`src/rtl/aqalu_pkg.sv`:
```
// Shared types and constants for the ALU-sharing arbiter.
package aqalu_pkg;

  localparam int unsigned OPND_W = 2;
  localparam int unsigned OP_W   = 4;
  localparam int unsigned RES_W  = 8;
  localparam int unsigned CNT_W  = 4;

  typedef enum logic [1:0] {
    IDLE = 2'd0,
    EXEC = 2'd1,
    RESP = 2'd2
  } state_t;

  localparam logic [OP_W-1:0] OP_AND  = 4'h0;
  localparam logic [OP_W-1:0] OP_OR   = 4'h1;
  localparam logic [OP_W-1:0] OP_XOR  = 4'h2;
  localparam logic [OP_W-1:0] OP_SHL  = 4'h3;
  localparam logic [OP_W-1:0] OP_SHR  = 4'h4;
  localparam logic [OP_W-1:0] OP_MUL  = 4'h5;
  localparam logic [OP_W-1:0] OP_NOT  = 4'h6;
  localparam logic [OP_W-1:0] OP_ADD  = 4'h7;
  localparam logic [OP_W-1:0] OP_SUB  = 4'h8;
  localparam logic [OP_W-1:0] OP_RSUM = 4'hF;

  typedef struct packed {
    logic [OPND_W-1:0] a;
    logic [OPND_W-1:0] b;
    logic [OP_W-1:0]   op;
  } alu_req_t;

endpackage

```
`src/rtl/aqalu_rr_pick.sv`:
```
// Winner selection between two requesters; round-robin by default,
// fixed priority to requester 0 when AQALU_ARB_FIXED_PRIO_EN is defined.
module aqalu_rr_pick (
  input  logic v0,
  input  logic v1,
  input  logic last,
  output logic win_c
);

  always_comb begin
    win_c = 1'b0;
`ifdef AQALU_ARB_FIXED_PRIO_EN
    if (!v0 && v1) win_c = 1'b1;
`else
    // On a tie the requester not granted last time wins
    if (v0 && v1)  win_c = ~last;
    else if (v1)   win_c = 1'b1;
`endif
  end

endmodule

```
`src/rtl/aqalu_arbiter.sv`:
```
// Two-requester arbiter for a shared external ALU: accept, hold operands, return result.
// Optional fixed-priority build via AQALU_ARB_FIXED_PRIO_EN.
module aqalu_arbiter
  import aqalu_pkg::*;
#(
  parameter int unsigned HOLD_CYCLES = 1
) (
  input  logic              clk,
  input  logic              rst,
  input  logic              req0_valid,
  output logic              req0_ready,
  input  logic [OPND_W-1:0] req0_a,
  input  logic [OPND_W-1:0] req0_b,
  input  logic [OP_W-1:0]   req0_op,
  input  logic              req1_valid,
  output logic              req1_ready,
  input  logic [OPND_W-1:0] req1_a,
  input  logic [OPND_W-1:0] req1_b,
  input  logic [OP_W-1:0]   req1_op,
  output logic              rsp0_valid,
  input  logic              rsp0_ready,
  output logic              rsp1_valid,
  input  logic              rsp1_ready,
  output logic [RES_W-1:0]  rsp_data,
  output logic [OPND_W-1:0] alu_a,
  output logic [OPND_W-1:0] alu_b,
  output logic [OP_W-1:0]   alu_op,
  input  logic [RES_W-1:0]  alu_result,
  output logic              busy,
  output logic              grant_id
);

  state_t           state;
  logic [CNT_W-1:0] cnt;
  logic             last;
  alu_req_t         req_q;
  logic             win_c;
  logic             take_c;
  logic             rsp_hs_c;

  aqalu_rr_pick u_pick (
    .v0    (req0_valid),
    .v1    (req1_valid),
    .last  (last),
    .win_c (win_c)
  );

  // Readies only in IDLE, and only to the winner
  assign take_c     = !rst && (state == IDLE) && (req0_valid || req1_valid);
  assign req0_ready = take_c && !win_c;
  assign req1_ready = take_c && win_c;
  assign rsp_hs_c   = (rsp0_valid && rsp0_ready) || (rsp1_valid && rsp1_ready);

  assign alu_a  = req_q.a;
  assign alu_b  = req_q.b;
  assign alu_op = req_q.op;

  always_ff @(posedge clk or posedge rst) begin
    if (rst) begin
      state      <= IDLE;
      cnt        <= '0;
      last       <= 1'b1;
      req_q      <= '0;
      grant_id   <= 1'b0;
      busy       <= 1'b0;
      rsp0_valid <= 1'b0;
      rsp1_valid <= 1'b0;
      rsp_data   <= '0;
    end else begin
      case (state)
        IDLE: begin
          if (req0_valid || req1_valid) begin
            req_q    <= win_c ? alu_req_t'{a: req1_a, b: req1_b, op: req1_op}
                              : alu_req_t'{a: req0_a, b: req0_b, op: req0_op};
            grant_id <= win_c;
            cnt      <= CNT_W'(HOLD_CYCLES - 1);
            busy     <= 1'b1;
            state    <= EXEC;
          end
        end
        EXEC: begin
          if (cnt == '0) begin
            rsp_data   <= alu_result;
            rsp0_valid <= !grant_id;
            rsp1_valid <= grant_id;
            state      <= RESP;
          end else begin
            cnt <= cnt - CNT_W'(1);
          end
        end
        RESP: begin
          if (rsp_hs_c) begin
            rsp0_valid <= 1'b0;
            rsp1_valid <= 1'b0;
            busy       <= 1'b0;
            last       <= grant_id;
            state      <= IDLE;
          end
        end
        default: state <= IDLE;
      endcase
    end
  end

endmodule

```
`config.mk`:
```
export PLATFORM = sky130hd
export DESIGN_NAME = aqalu_arbiter
export DESIGN_NICKNAME = d
export VERILOG_FILES = /design/src/rtl/aqalu_pkg.sv /design/src/rtl/aqalu_rr_pick.sv /design/src/rtl/aqalu_arbiter.sv
export SDC_FILE = /design/constraint.sdc
export NUM_CORES = 1
export LEC_CHECK = 0
export ABC_AREA = 1
export CAP_MARGIN = 5
export CORE_UTILIZATION = 42
export CTS_CLUSTER_DIAMETER = 50
export DETAILED_ROUTE_END_ITERATION = 16
export MAX_ROUTING_LAYER = met4
export PLACE_DENSITY = 0.85
export SLEW_MARGIN = 10
export SYNTH_ARGS = -nofsm -noshare
export SYNTH_HDL_FRONTEND = slang
export SYNTH_SLANG_ARGS = --single-unit
export TNS_END_PERCENT = 30
```
`constraint.sdc`:
```
create_clock -name clk -period 1.3 [get_ports clk]
set_input_delay 0.195 -clock clk [delete_from_list [all_inputs] [get_ports clk]]
set_output_delay 0.195 -clock clk [all_outputs]
set_load 0.05 [all_outputs]
```
=== Word level (Yosys, flattened, before mapping) ===
Cells that the tools add are included.

* Reduce and logical (&&, ||, !) cells: 24
* Eq/ne operators: 6
* $add $sub $neg: 1
* Bitwise logic cells: 1
* Muxes and demuxes: 17

{| class="wikitable"
|+ Operator list
! kind !! number
|-
| $reduce_and A3 Y1 || 4
|-
| $mux W4 || 2
|-
| $mux W8 || 1
|-
| $pmux W4 S2 || 1
|-
| $logic_and A1 B1 Y1 || 7
|-
| $mux W1 || 6
|-
| $mux W2 || 3
|-
| $ne A2 B2 Y1 const B || 3
|-
| $pmux W1 S2 || 3
|-
| $pmux W2 S3 || 1
|-
| $reduce_and A2 Y1 || 3
|-
| $reduce_bool A2 Y1 || 3
|-
| $logic_not A4 Y1 || 1
|-
| $sub A4 B1 Y4 const B || 1
|-
| $logic_not A1 Y1 || 3
|-
| $eq A2 B1 Y1 const B || 1
|-
| $eq A2 B2 Y1 const B || 1
|-
| $logic_not A2 Y1 || 1
|-
| $logic_or A1 B1 Y1 || 2
|-
| $ne A2 B1 Y1 const B || 1
|-
| $not A1 Y1 || 1
|}

* Input bits: 30
* Register bits after elaboration: 27

=== Longest topological paths before layout ===
Gate-level depths: netlist (run 1).

* Word-level depth: 4
* Gate-level depth with buffers: 7
* Mapped depth without buffers: 7

=== Modules after synthesis ===
From an unflattened synthesis (run 1), not the netlist that was laid out.

* Cells, all modules: 142
* Area total of the unflattened synthesis: 1272.5 um2

{| class="wikitable"
|+ By module, submodules not included
! module !! cells each !! area each (um2) !! times used
|-
| aqalu_arbiter || 140 || 1260.0 || 1
|-
| aqalu_rr_pick || 2 || 12.5 || 1
|}

=== Worst setup path after synthesis (run 1) ===
Ideal clock, no wire load.

* Path kind: flip-flop to output port
* Start: register state[1]
* End: output port req0_ready
* Arrival: 1.888 ns
* Stages on the path, launching flop included: 5
* Setup slack: -0.783 ns
* Path buffers: 1
* Cells stage by stage: dfrtp_1 nor2_2 o21ai_4 buf_6 nor3_1

* Word-level cells in the longest chain between the ends: 4

{| class="wikitable"
|+ Ends and longest elaborated chain
! item !! line !! RTL
|-
| start, declared || aqalu_arbiter.sv:33 || <nowiki>state_t state;</nowiki>
|-
| start signal, assigned || aqalu_arbiter.sv:60 || <nowiki>state <= IDLE;</nowiki>
|-
| start signal, assigned || aqalu_arbiter.sv:78 || <nowiki>state <= EXEC;</nowiki>
|-
| start signal, assigned || aqalu_arbiter.sv:86 || <nowiki>state <= RESP;</nowiki>
|-
| $logic_not A2 Y1 || aqalu_arbiter.sv:49 || <nowiki>assign take_c = !rst && (state == IDLE) && (req0_valid || req1_valid);</nowiki>
|-
| $logic_and A1 B1 Y1 (2 in series) || aqalu_arbiter.sv:49 ||
|-
| $logic_and A1 B1 Y1 || aqalu_arbiter.sv:50 || <nowiki>assign req0_ready = take_c && !win_c;</nowiki>
|-
| end, declared || aqalu_arbiter.sv:11 || <nowiki>output logic req0_ready,</nowiki>
|}

Every way passes these cells.

=== Worst setup path after layout (run 1) ===
* Start: register state[1]
* End: output port req1_ready

* Word-level cells in the longest chain between the ends: 4

{| class="wikitable"
|+ Ends and longest elaborated chain
! item !! line !! RTL
|-
| $logic_not A2 Y1 || aqalu_arbiter.sv:49 ||
|-
| $logic_and A1 B1 Y1 (2 in series) || aqalu_arbiter.sv:49 ||
|-
| $logic_and A1 B1 Y1 || aqalu_arbiter.sv:51 || <nowiki>assign req1_ready = take_c && win_c;</nowiki>
|-
| end, declared || aqalu_arbiter.sv:16 || <nowiki>output logic req1_ready,</nowiki>
|}

Every way passes these cells.

==> results.sh, run 1 <==
export IMPL_status="finished with violations"
export IMPL_violations="setup timing"
export IMPL_grt_setup_unrepaired="yes"
export IMPL_synth_area_sq_mm=0.00125
export IMPL_cts_sinks=27
export IMPL_nets=249
export IMPL_relSlewSlack_pct=80.3
export IMPL_drv_slew=0
export IMPL_finalHoldViolCount=0
export IMPL_crit_family="flip-flops"
export IMPL_htree_levels=1
export IMPL_postSynthAreaPerCell_sq_um=8.79
export IMPL_path_clk_slew_ps=170
export IMPL_fin_crit_sh_pct=125
export IMPL_first_pass_iters=4
export IMPL_powerDensity_mw_per_mm2=2840
export IMPL_num_vias=1325
export IMPL_hold_class="primary input to asynchronous set/reset pin"
export IMPL_routed_wl_microns=4150
export IMPL_cap_violations=0
export IMPL_n_antenna_cell=0
export IMPL_netlist_instances=142
export IMPL_cp_start_kind="register"
export IMPL_rows=19
export IMPL_ys_seq_elements=27
export IMPL_holdBufCountCts=0
export IMPL_first_global_vias=1368
export IMPL_cpMaxStageDelayCell="dfrtp_2"
export IMPL_top_layer="met4"
export IMPL_yosysSeqAreaShare_pct=54.2
export IMPL_clock_latency_ps=350
export IMPL_antenna_found_initial=0
export IMPL_ioPinCount=52
export IMPL_crit_path_max_incr_delay_ps=460
export IMPL_hpwl_microns=2680
export IMPL_via_per_inst=5.36
export IMPL_pre_cts_slack_ps=-294
export IMPL_gr_total_overflow=0
export IMPL_cts_root_buf="clkbuf_4"
export IMPL_cts_tree="done"
export IMPL_report_final_setup_viol=16
export IMPL_clockBufferDepth=2
export IMPL_final_antenna_net_count=0
export IMPL_p_leak_nw=1.07
export IMPL_grtUsageTotal_pct=25.5
export IMPL_tightest_slew_ps=294
export IMPL_synth_top_cell_area_share_pct=52.1
export IMPL_drive_gt1_share_pct=34.3
export IMPL_wl_met1_microns=1580
export IMPL_worst_path_stages=4
export IMPL_gp_congestion=0.775
export IMPL_synth_distinct_cells=22
export IMPL_final_common_cell="nand2_1"
export IMPL_drc_errors=0
export IMPL_fillCellCount=127
export IMPL_final_cell_mix="nand2_1 (43), clkdlybuf4s50_1 (29), dfrtp_1 (25)"
export IMPL_core_region_area_sq_mm=0.00278
export IMPL_crit_buf_inv=1
export IMPL_cp_max_fo=4
export IMPL_grt_max_degree=18
export IMPL_path_cells="nor2_4, o21ai_4, nor3_4, buf_12"
export IMPL_synth_nets=174
export IMPL_crit_type="register to output port"
export IMPL_required_ps=1110
export IMPL_setup_slack_ps=-323
export IMPL_wl_met3_microns=273
export IMPL_r2r_cells=9
export IMPL_die_area_sq_mm=0.00320
export IMPL_die_h_microns=56.5
export IMPL_crit_arrival_ps=1430
export IMPL_timing_fmax_ghz=0.616
export IMPL_worst_clock_skew_ps=9.61
export IMPL_fin_tns_setup_ps=-1920
export IMPL_cts_made_buffers=3
export IMPL_synth_top_cells_by_area="dfrtp_1 (52%), nand2_1 (14%), o21ai_0 (4.8%), o21ai_1 (4.8%), nor2_1 (3.6%)"
export IMPL_end_kind="output port"
export IMPL_start_util_pct=44.9
export IMPL_wl_met2_microns=2170
export IMPL_grt_pass1_wl_microns=6030
export IMPL_drtIter0Drc=53
export IMPL_ir_drop_mv=2.71
export IMPL_power_total_mw=6.54
export IMPL_synth_top_cell_by_area="dfrtp_1"
export IMPL_syn_to_final_growth_pct=84.7
export IMPL_wl_per_cell_microns=16.8
export IMPL_die_w_microns=56.5
export IMPL_port_buffers=51
export IMPL_yosysWarnings=0
export IMPL_finalCriticalPeriod_ps=1620
## power breakdown
group | switching, mW | total [mW] | internal [mW]
registers | 0.430 | 1.67 | 1.24
logic | 2.42 | 4.47 | 2.04
clock network | 0.284 | 0.402 | 0.118
total | 3.14 | 6.54 | 3.40
## worst reg2reg max path, delay by kind of cell (launching register included)
family / cells / cell delay (ps)
AND/OR/NAND/NOR: 1 / 110
buffers and inverters: 5 / 560
flip-flops: 1 / 460
AO/OA/AOI/OAI: 3 / 310
## per-layer routing
| layer | global-route usage, % | up-vias |
|---|---|---|
| met1 | 28.8 | 642 |
| met2 | 43.4 | 67 |
| met4 | 12.5 | 0 |
| li1 | - | 604 |
| met3 | 4.38 | 12 |
| met5 | - | - |
## Yosys cell counts
| master | instances |
|---|---|
| nor2_4 | 2 |
| xor2_1 | 1 |
| nor3_1 | 3 |
| o21ai_4 | 1 |
| a21oi_2 | 1 |
| nand3_1 | 5 |
| buf_2 | 1 |
| dfrtp_1 | 26 |
| buf_6 | 2 |
| nand3_4 | 1 |
| ha_1 | 2 |
| inv_2 | 1 |
| nor2_2 | 2 |
| nand2_2 | 2 |
| inv_4 | 1 |
| nand2_1 | 45 |
| o21ai_1 | 12 |
| o21ai_0 | 12 |
| dfstp_2 | 1 |
| inv_1 | 8 |
| nand4_1 | 1 |
| nor2_1 | 12 |
## timing repair
item                                    in CTS  in global routing
pin swaps                                    3                  6
gates cloned                                 0                  1
buffers inserted                             5                  4
endpoints found under the setup margin      11                 25
gates resized for setup                     26                 12
## logic make-up (layout without fill, tap and decap cells)
kind of cell               Yosys count  count (layout)  share of synthesized area, %
AOI/OAI and AO/OA                   26              26                          11.6
xor gates and xnor gates             1               1                         0.702
adders and majority gates            2               2                          2.00
buffers and inverters               13              87                          5.41
DFF                                 27              27                          54.2
and+or+nand+nor                     73              73                          26.1
## flip-flops by register name, indices dropped and copies added (netlist names)
name,cells
state,2
alu_a,2
alu_op,4
last,1
grant_id,1
cnt,4
rsp1_valid,1
rsp0_valid,1
rsp_data,8
busy,1
alu_b,2
## worst paths after layout
check / endpoint / slack, ps / from
worst min register to register: last$_DFFE_PP1P_ / 520 / last$_DFFE_PP1P_
worst min-delay path: alu_op[2]$_DFFE_PP0P_ / 340 / rst
worst max register to register: alu_op[2]$_DFFE_PP0P_ / -200 / state[1]$_DFFE_PP0P_
min in group clk: rsp_data[5]$_DFFE_PP0P_ / 360 / alu_result[5]
worst max-delay path: req1_ready / -320 / state[1]$_DFFE_PP0P_
max in group asynchronous: state[1]$_DFFE_PP0P_ / 720 / rst
## per-stage QoR
stage                     std cells  util, %  instance area (sq um)  hold slack, ps
after floorplan                 142        -                   1270             247
after global placement          235     76.2                   2120             484
after detailed placement        235     76.2                   2120             486
after CTS                       244     80.7                   2240             323
after global routing            247     82.9                   2310             371
final                           247     82.9                   2310             341
## cell type report
class	count	area (sq um)	share of cell area [%]
timing repair buffer	72	915	39.7
multi-input combinational	102	586	25.4
inverter	10	50.0	2.17
timing repair inverter	1	8.76	0.380
clock buffer	3	22.5	0.977
clock inverter	1	7.51	0.326
tap	31	38.8	1.68
sequential	27	678	29.4
Note: power is estimated with default switching activity, not from simulation.
==> run 2, diff against run 1 <==
- CORE_MARGIN: unset -> 2
==> run 2 against run 1 <==
  * The run still ends with setup timing left
  * Sequential power barely moved
  * Critical path depth is 1 higher
  * Non-clock buffer count decreased by 6
  * Total power down 3.8%
  * Die area up 7.2%
  * Largest cell class unchanged
  * Routed wire length is 7.8% lower
  * Largest power group unchanged
  * First-iteration DRC count fell by 43%
  * Count of clock-buffer cells in the layout unchanged
  * Sequential share of layout area increased by 0.81 points
==> results.sh, run 2 (synthesized netlist as in run 1, its figures left out) <==
export IMPL_wl_met1_microns=1570
export IMPL_cp_max_fo=3
export IMPL_syn_to_final_growth_pct=79.4
export IMPL_cts_made_buffers=3
export IMPL_routed_wl_microns=3830
export IMPL_gp_congestion=0.734
export IMPL_setup_slack_ps=-405
export IMPL_start_util_pct=44.9
export IMPL_reg2reg_slack_ps=-80
export IMPL_report_final_setup_viol=12
export IMPL_cts_tree="done"
export IMPL_p_leak_nw=1.03
export IMPL_powerDensity_mw_per_mm2=2810
export IMPL_drv_slew=0
export IMPL_end_kind="output port"
export IMPL_cts_root_buf="clkbuf_4"
export IMPL_final_antenna_net_count=0
export IMPL_rows=19
export IMPL_htree_levels=1
export IMPL_ioPinCount=52
export IMPL_tightest_slew_ps=275
export IMPL_first_global_vias=1276
export IMPL_cts_sinks=27
export IMPL_final_common_cell="nand2_1"
export IMPL_nets=242
export IMPL_port_buffers=51
export IMPL_finalNonFillerCells=240
export IMPL_post_place_cells=233
export IMPL_crit_type="register to output port"
export IMPL_drc_errors=0
export IMPL_die_h_microns=58.5
export IMPL_finalHoldViolCount=0
export IMPL_clock_latency_ps=350
export IMPL_pre_cts_slack_ps=-301
export IMPL_worst_clock_skew_ps=12.0
export IMPL_grtUsageTotal_pct=22.4
export IMPL_final_cell_mix="nand2_1 (42), clkdlybuf4s50_1 (29), dfrtp_1 (26)"
export IMPL_die_w_microns=58.5
export IMPL_status="finished with violations"
export IMPL_r2r_cells=6
export IMPL_wl_met3_microns=231
export IMPL_finalCriticalPeriod_ps=1700
export IMPL_drive_gt1_share_pct=31.1
export IMPL_cp_start_kind="register"
export IMPL_violations="setup timing"
export IMPL_largest_reg_flops=8
export IMPL_antenna_found_initial=0
export IMPL_clockBufferDepth=2
export IMPL_drtIter0Drc=30
export IMPL_gr_total_overflow=0
export IMPL_via_per_inst=5.28
export IMPL_grt_pass1_wl_microns=5650
export IMPL_crit_arrival_ps=1510
export IMPL_n_antenna_cell=0
export IMPL_ir_drop_mv=2.76
export IMPL_fin_crit_sh_pct=131
export IMPL_cap_violations=0
export IMPL_timing_fmax_ghz=0.587
export IMPL_relSlewSlack_pct=81.7
export IMPL_grt_max_degree=17
export IMPL_required_ps=1110
export IMPL_wl_met2_microns=1990
export IMPL_die_area_sq_mm=0.00343
export IMPL_path_clk_slew_ps=170
export IMPL_wl_per_cell_microns=15.9
export IMPL_grt_setup_unrepaired="yes"
export IMPL_hpwl_microns=2770
export IMPL_core_region_area_sq_mm=0.00278
export IMPL_top_register="rsp_data"
export IMPL_top_layer="met4"
export IMPL_first_pass_iters=4
export IMPL_num_vias=1266
export IMPL_hold_class="primary input to asynchronous set/reset pin"
run 2: repair_timing:
action / 4_1_cts / 5_1_grt
hold buffers: 0 / 0
buffers inserted: 1 / 3
pin swaps: 2 / 7
setup endpoints to repair: 10 / 23
cloned: 0 / 0
resized for setup: 9 / 18
run 2: area by class of cell:
cell class                      count  area (sq um)
Clock buffer                        3          22.5
Clock inverter                      1          7.51
Fill cell                         149           542
Inverter                           10          50.0
Multi-Input combinational cell    102           573
Sequential cell                    27           677
Tap cell                           31          38.8
Timing Repair Buffer               66           871
run 2: report_power, final:
| group | leakage (nW) | internal [mW] | switching [mW] |
|---|---|---|---|
| registers | 0.329 | 1.24 | 0.431 |
| logic | 0.687 | 1.92 | 2.30 |
| clock network | 0.0139 | 0.118 | 0.285 |
run 2: layer usage:
| layer | up-vias | global-route usage (%) |
|---|---|---|
| met5 | - | - |
| met1 | 619 | 27.6 |
| met2 | 52 | 36.8 |
| li1 | 591 | - |
| met3 | 4 | 4.40 |
| met4 | 0 | 8.31 |
run 2: final timing paths:
kind,startpoint,endpoint
max,last$_DFFE_PP1P_,req0_ready
min,rst,grant_id$_DFFE_PP0P_
max reg2reg,state[1]$_DFFE_PP0P_,rsp0_valid$_DFFE_PP0P_
min reg2reg,last$_DFFE_PP1P_,last$_DFFE_PP1P_
max in group asynchronous,rst,cnt[3]$_DFFE_PP0P_
min in group clk,alu_result[4],rsp_data[4]$_DFFE_PP0P_
run 2: metrics by stage:
step                      util, %  cell area (sq um)  TNS [ps]  hold slack [ps]  power (mW)
final                        80.5               2240     -1300              222        6.29
after global routing         80.5               2240     -2540              238        6.59
after CTS                    77.7               2160      -793              234        6.08
after detailed placement     76.1               2120     -3210              494        5.63
after global placement       76.1               2120     -2030              499        5.50
after floorplan                 -               1270      -301              247        3.66
run 2: critical path, stage by stage, from the launching register on:
cell     delay [ps]
dfstp_2         580
nand2_2          80
nand2_4         100
inv_4            50
nor3_4          190
buf_12          160
